===== src/rtl/detector_seq_ctrl_if.sv =====
// Handshake bundle between the frame requester/result consumer and the detector sequencer.
// Frame-in and result-out travel together so both channels share one parameter set.
interface detector_seq_ctrl_if #(
  parameter int FRAME_W = 8,
  parameter int CNT_W   = 4
);
  logic               in_valid;
  logic [FRAME_W-1:0] in_data;
  logic               in_ready;
  logic               res_valid;
  logic [CNT_W-1:0]   res_count;
  logic               res_ready;

  modport master (
    output in_valid, in_data, res_ready,
    input  in_ready, res_valid, res_count
  );

  modport slave (
    input  in_valid, in_data, res_ready,
    output in_ready, res_valid, res_count
  );
endinterface


===== src/rtl/detector_seq_ctrl.sv =====
// Frame sequencer for the serial sequence detector: shifts a frame MSB-first onto din,
// flushes with zeros, counts dout pulses over frame plus gap and reports the count.
module detector_seq_ctrl #(
  parameter int FRAME_W = 8,
  parameter int GAP     = 2,
  parameter int CNT_W   = 4
) (
  input  logic                clk,
  input  logic                rst_n,
  detector_seq_ctrl_if.slave  bus,
  output logic                det_din_o,
  input  logic                det_dout_i,
  output logic                busy_o
);

  // One counter serves both the bit phase and the flush phase; it must reach FRAME_W-1.
  localparam int CW = $clog2(FRAME_W + GAP + 1);

  typedef enum logic [1:0] {
    S_IDLE   = 2'd0,
    S_SHIFT  = 2'd1,
    S_GAP    = 2'd2,
    S_REPORT = 2'd3
  } state_e;

  state_e             state_q, state_d;
  logic [FRAME_W-1:0] shreg_q, shreg_d;
  logic [CW-1:0]      cnt_q, cnt_d;
  logic [CNT_W-1:0]   res_count_q, res_count_d;

  function automatic logic [CNT_W-1:0] sat_inc(input logic [CNT_W-1:0] v, input logic hit);
    if (hit && (v != {CNT_W{1'b1}})) begin
      sat_inc = v + CNT_W'(1'b1);
    end else begin
      sat_inc = v;
    end
  endfunction

  // State and datapath registers with synchronous active-low reset.
  always_ff @(posedge clk) begin
    if (!rst_n) begin
      state_q     <= S_IDLE;
      shreg_q     <= {FRAME_W{1'b0}};
      cnt_q       <= {CW{1'b0}};
      res_count_q <= {CNT_W{1'b0}};
    end else begin
      state_q     <= state_d;
      shreg_q     <= shreg_d;
      cnt_q       <= cnt_d;
      res_count_q <= res_count_d;
    end
  end

  // Next-state, shifting, phase counting and match accumulation.
  always_comb begin
    state_d     = state_q;
    shreg_d     = shreg_q;
    cnt_d       = cnt_q;
    res_count_d = res_count_q;
    case (state_q)
      S_IDLE: begin
        if (bus.in_valid) begin
          shreg_d     = bus.in_data;
          cnt_d       = {CW{1'b0}};
          res_count_d = {CNT_W{1'b0}};
          state_d     = S_SHIFT;
        end else begin
          state_d = S_IDLE;
        end
      end
      S_SHIFT: begin
        shreg_d     = {shreg_q[FRAME_W-2:0], 1'b0};
        res_count_d = sat_inc(res_count_q, det_dout_i);
        if (cnt_q == CW'(FRAME_W - 1)) begin
          cnt_d   = {CW{1'b0}};
          state_d = S_GAP;
        end else begin
          cnt_d = cnt_q + CW'(1);
        end
      end
      S_GAP: begin
        res_count_d = sat_inc(res_count_q, det_dout_i);
        if (cnt_q == CW'(GAP - 1)) begin
          cnt_d   = {CW{1'b0}};
          state_d = S_REPORT;
        end else begin
          cnt_d = cnt_q + CW'(1);
        end
      end
      S_REPORT: begin
        if (bus.res_ready) begin
          state_d = S_IDLE;
        end else begin
          state_d = S_REPORT;
        end
      end
      default: begin
        state_d = S_IDLE;
      end
    endcase
  end

  // Outputs are pure decodes of registered state, so no input reaches an output combinationally.
  assign bus.in_ready  = (state_q == S_IDLE);
  assign bus.res_valid = (state_q == S_REPORT);
  assign bus.res_count = res_count_q;
  assign busy_o        = (state_q != S_IDLE);
  assign det_din_o     = (state_q == S_SHIFT) ? shreg_q[FRAME_W-1] : 1'b0;

endmodule


===== src/flat_wrapper.sv =====
// flat-port wrapper written by rule: the top's interface ports become plain ports
module detector_seq_ctrl_flat 
#(
  parameter int FRAME_W = 8,
  parameter int GAP     = 2,
  parameter int CNT_W   = 4
)
  (clk, rst_n, det_din_o, det_dout_i, busy_o, bus_in_valid, bus_in_data, bus_res_ready, bus_in_ready, bus_res_valid, bus_res_count);
  detector_seq_ctrl_if #(.FRAME_W(FRAME_W), .CNT_W(CNT_W)) bus_i ();
  input  logic clk;
  input  logic rst_n;
  output logic det_din_o;
  input  logic det_dout_i;
  output logic busy_o;
  input wire logic [$bits(bus_i.in_valid)-1:0] bus_in_valid;
  input wire logic [$bits(bus_i.in_data)-1:0] bus_in_data;
  input wire logic [$bits(bus_i.res_ready)-1:0] bus_res_ready;
  output wire logic [$bits(bus_i.in_ready)-1:0] bus_in_ready;
  output wire logic [$bits(bus_i.res_valid)-1:0] bus_res_valid;
  output wire logic [$bits(bus_i.res_count)-1:0] bus_res_count;
  assign bus_i.in_valid = bus_in_valid;
  assign bus_i.in_data = bus_in_data;
  assign bus_i.res_ready = bus_res_ready;
  assign bus_in_ready = bus_i.in_ready;
  assign bus_res_valid = bus_i.res_valid;
  assign bus_res_count = bus_i.res_count;
  detector_seq_ctrl #(.FRAME_W(FRAME_W), .GAP(GAP), .CNT_W(CNT_W)) u_core (.clk(clk), .rst_n(rst_n), .bus(bus_i), .det_din_o(det_din_o), .det_dout_i(det_dout_i), .busy_o(busy_o));
endmodule

===== config.mk =====
export PLATFORM = sky130hd
export DESIGN_NAME = detector_seq_ctrl_flat
export DESIGN_NICKNAME = d
export VERILOG_FILES = /design/src/rtl/detector_seq_ctrl_if.sv /design/src/rtl/detector_seq_ctrl.sv /design/src/flat_wrapper.sv
export SDC_FILE = /design/constraint.sdc
export NUM_CORES = 1
export LEC_CHECK = 0
export CAP_MARGIN = 20
export CORE_MARGIN = 5
export CORE_UTILIZATION = 45
export CTS_CLUSTER_SIZE = 24
export DETAILED_ROUTE_END_ITERATION = 6
export MAX_ROUTING_LAYER = met4
export PLACE_DENSITY = 0.74
export SETUP_SLACK_MARGIN = 0.1
export SLEW_MARGIN = 0
export SYNTH_ARGS = -nofsm -noshare
export SYNTH_HDL_FRONTEND = slang
export SYNTH_SLANG_ARGS = --single-unit

===== constraint.sdc =====
create_clock -name clk -period 1.6 [get_ports clk]
set_input_delay 0.32 -clock clk [delete_from_list [all_inputs] [get_ports clk]]
set_output_delay 0.32 -clock clk [all_outputs]
set_load 0.05 [all_outputs]

==> flow_summary_export.csv <==
group,metric,value,unit
status,outcome,"finished, violations left",
status,failed_checks,"setup timing",
placement,dp_hpwl,1899,um
sta,layout_worst_path_cycle_share,101.5,%
clock_tree,cts_buffers,3,
final_layout,antenna_fix_cells,0,
setup_path,worstSetupPathType,"reg -> reg",
final_layout,nNetsFinal,192,
logic_synthesis,async_reset_ff_share,0,%
floorplanning,design.die.area,3449,sq um
clock_tree,clk_pin_slew_worst_paths,0.11,ns
logic_synthesis,count_of_cell_types_in_the_netlist,34,
setup_path,timing.critical_path.arrival,1.86,ns
clock_tree,root_buffer,"sky130_fd_sc_hd__clkbuf_4",
drt,detail_route.vias_per_cell,5.609,
floorplanning,num_rows,17,
global_routing,initial_antenna_violation_count,0,
floorplanning,core,2233,sq um
floorplanning,chipWidth,58.73,um
logic_synthesis,yosysTopAreaCellShare,33.72,%
logic_synthesis,synthesis.area_per_instance,8.979,sq um
placement,dp_cells,178,
logic_synthesis,synth-main-ff-cell,"sky130_fd_sc_hd__dfxtp_1",
drt,drt-wirelength-per-cell,16.51,um
drt,detailed_routing_iterations_pass_1,4,
hold_path,hold_path.startpoint,"u_core.shreg_q[4]",
logic_synthesis,synth_top_area_cell,"sky130_fd_sc_hd__dfxtp_1",
drt,drt.antenna.violating_nets,0,
clock_tree,htree_levels,1,
final_layout,fraction_of_layout_cells_with_a_size_suffix_above_1,43.79,%
setup_path,timing.critical_path.from_type,"flip-flop",
global_routing,largest_net_degree_at_the_start_of_global_routing,16,
power_and_ir_drop,finalPower,3.068,mW
drt,routed-via-count,1105,
setup_path,worst_setup_end_kind,"flip-flop",
global_routing,overflow,0,
sta,max-slew-margin-rel,73.16,%
setup_path,worst_r2r_endpoint,"u_core.cnt_q[2]",
logic_synthesis,synth-seq-cells,18,
sta,fin_ws,-0.02457,ns
hold_path,holdPathStages,1,
sta,worst_hold_slack,0.5077,ns
logic_synthesis,synth_warnings,0,
logic_synthesis,synth_top_cells_by_area,"sky130_fd_sc_hd__dfxtp_1 34%, sky130_fd_sc_hd__ha_1 9.4%, sky130_fd_sc_hd__mux2i_1 8.4%, sky130_fd_sc_hd__o211a_1 6.6%, sky130_fd_sc_hd__nand2_1 5.6%",
placement,routabilityCongestion,0.7584,
floorplanning,die_h,58.73,um
setup_path,r2r_cells,6,
clock_tree,tritoncts,"built",
setup_path,worstReg2RegStart,"u_core.state_q[0]",
setup_path,regToRegSetupSlack,-0.02,ns
setup_path,delay_contributed_by_the_slowest_stage_of_the_critical_path,0.48,ns
placement,port_buffers,20,
global_routing,first_global_vias,1145,
sta,number_of_hold_slack_violations_in_the_final_timing_report,0,
power_and_ir_drop,total_leakage_power,0.7842,nW
logic_synthesis,postSynthCellCount,119,
setup_path,critical-path-slowest-cell,"sky130_fd_sc_hd__or4_1",
clock_tree,clkSinkCount,18,
hold_path,hold_path.class,"reg -> reg",
setup_path,critical_path_peak_fanout,4,
flow_run,max_cap_viol_count,0,
sta,timing.clock.skew,0.01131,ns
power_and_ir_drop,power.density_cell_area,1703,nW/um^2
clock_tree,insertion_delay,0.30,ns
final_layout,synthesis_to_layout_area_growth,68.62,%
logic_synthesis,syn_nets,140,
hold_path,min_to,"u_core.shreg_q[4]",
floorplanning,design.portCount,21,
sta,final_setup_violation_count,2,
global_routing,grt_first_pass_wirelength,4919,um
floorplanning,start_util,47.84,%
global_routing,grt_use_total,18.99,%
final_layout,finish.cell_count_without_fillers,197,
setup_path,timing.critical_path.cells,"inv_6, ha_4, buf_6, o21ai_2, or4_1, a21boi_1",
logic_synthesis,synth-seq-area-share,33.72,%
setup_path,worstPathRequired,1.83,ns
drt,totalWireLength,3253,um
sta,timing.final.crit_period,1.625,ns
sta,grt_setup_unrepaired,"true",
sta,tightestPinTransition,0.4014,ns
clock_tree,ctsLongestPathBuffers,2,
drt,drc,0,
logic_synthesis,synth_enable_flop_cells,0,
sta,fmax,0.6155,GHz
logic_synthesis,synth.cell_area,1069,sq um
sta,final_max_slew_viol_count,0,
drt,detail_route.iter0.violations,39,
power_and_ir_drop,max-vdd-ir-drop,0.001126,V
-- critical path, delay by kind of cell (launching register included) --
family          cells  cell delay [ns]
compound gates      2             0.23
fa+ha+maj           1             0.29
buf+inv             2             0.17
flops               1             0.40
simple gates        1             0.48
-- power by group --
group	internal, mW	switching (mW)	leakage (nW)
sequential	0.567	0.0915	0.150
clock	0.0876	0.141	0.0138
combinational	1.18	0.996	0.620
total	1.84	1.23	0.784
-- routing by layer --
metal,vias to the layer above,track usage (%),wire [um]
li1,535,-,-
met5,-,-,0
met4,0,8.091,65
met3,8,2.412,140
met2,36,34.38,1744
met1,526,20.53,1301
-- cell usage after synthesis (3+ instances only) --
cell type and number:
sky130_fd_sc_hd__inv_1 8, sky130_fd_sc_hd__o21ai_1 3, sky130_fd_sc_hd__and2_1 4, sky130_fd_sc_hd__ha_1 8
sky130_fd_sc_hd__a21oi_1 4, sky130_fd_sc_hd__a21boi_1 5, sky130_fd_sc_hd__or3_1 3, sky130_fd_sc_hd__nand3_1 4
sky130_fd_sc_hd__nand2_1 16, sky130_fd_sc_hd__dfxtp_1 18, sky130_fd_sc_hd__o211a_1 7, sky130_fd_sc_hd__o31ai_1 3
sky130_fd_sc_hd__mux2i_1 9
-- layout by cell type (no fill, tap or decap), types with 2 or more instances in the layout --
cell                              synthesis  routed
sky130_fd_sc_hd__ha_4                     0       4
sky130_fd_sc_hd__dfxtp_1                 18      12
sky130_fd_sc_hd__a21oi_1                  4       3
sky130_fd_sc_hd__ha_1                     8       3
sky130_fd_sc_hd__o31ai_2                  0       2
sky130_fd_sc_hd__mux2i_1                  9       8
sky130_fd_sc_hd__clkbuf_4                 0       3
sky130_fd_sc_hd__a21boi_1                 5       4
sky130_fd_sc_hd__and2_1                   4       3
sky130_fd_sc_hd__o211a_1                  7       7
sky130_fd_sc_hd__inv_1                    8       6
sky130_fd_sc_hd__or4_1                    2       2
sky130_fd_sc_hd__o21ai_1                  3       3
sky130_fd_sc_hd__clkdlybuf4s50_1          0      12
sky130_fd_sc_hd__nor2_2                   0       2
sky130_fd_sc_hd__buf_6                    1      11
sky130_fd_sc_hd__nand3_1                  4       4
sky130_fd_sc_hd__buf_12                   0       6
sky130_fd_sc_hd__buf_4                    0      23
sky130_fd_sc_hd__nand2_1                 16      16
sky130_fd_sc_hd__dfxtp_2                  0       5
sky130_fd_sc_hd__or3_4                    0       2
-- how the worst max path moves through the flow --
stage / from / to / cells after the start
after floorplan: u_core.state_q[1] / u_core.bus.res_count[3] / 6
after global placement: bus_in_valid / u_core.bus.res_count[2] / 5
after detailed placement: bus_in_valid / u_core.bus.res_count[2] / 5
after CTS: u_core.state_q[1] / det_din_o / 5
after global routing: u_core.state_q[0] / u_core.cnt_q[3] / 7
final: u_core.state_q[0] / u_core.cnt_q[2] / 6
-- area by class of cell --
| class | count | area, sq um |
|---|---|---|
| Timing Repair Buffer | 52 | 536.8 |
| Inverter | 8 | 37.54 |
| Fill cell | 146 | 431.7 |
| Multi-Input combinational cell | 88 | 799.5 |
| Clock buffer | 3 | 22.52 |
| Sequential cell | 18 | 370.4 |
| Tap cell | 28 | 35.03 |
-- cells by family (layout without fill, tap and decap cells) --
logic type | count (synthesis) | count (layout) | share of synthesized area, %
simple gates | 40 | 40 | 20.14
compound gates | 30 | 30 | 21.43
flops | 18 | 18 | 33.72
buf+inv | 13 | 63 | 6.089
mux | 9 | 9 | 8.431
fa+ha+maj | 8 | 8 | 9.368
xor+xnor | 1 | 1 | 0.8198
-- stage by stage --
step	TNS, ns	area, sq um	worst slack (ns)	utilization [%]
after floorplan	0	1095	0.03831	-
after global placement	-1.336	1464	-0.1649	65.55
after detailed placement	-1.873	1464	-0.2543	65.55
after CTS	0	1705	0.009632	76.36
after global routing	-0.3176	1802	-0.07250	80.67
final	-0.02623	1802	-0.02457	80.67
-- repair_timing --
action / in CTS / in global routing
pin swaps: 15 / 12
endpoints found under the setup margin: 20 / 20
cloned: 0 / 0
hold endpoints to repair: 0 / 0
hold buffers: 0 / 0
gates resized for setup: 29 / 15
setup buffers: 14 / 3
-- registers in the layout, indices dropped and copies added (netlist names) --
name and cells:
u_core.bus.res_count 4, u_core.shreg_q 8, u_core.cnt_q 4, u_core.state_q 2
No activity file was read; power rests on OpenSTA's default activity.
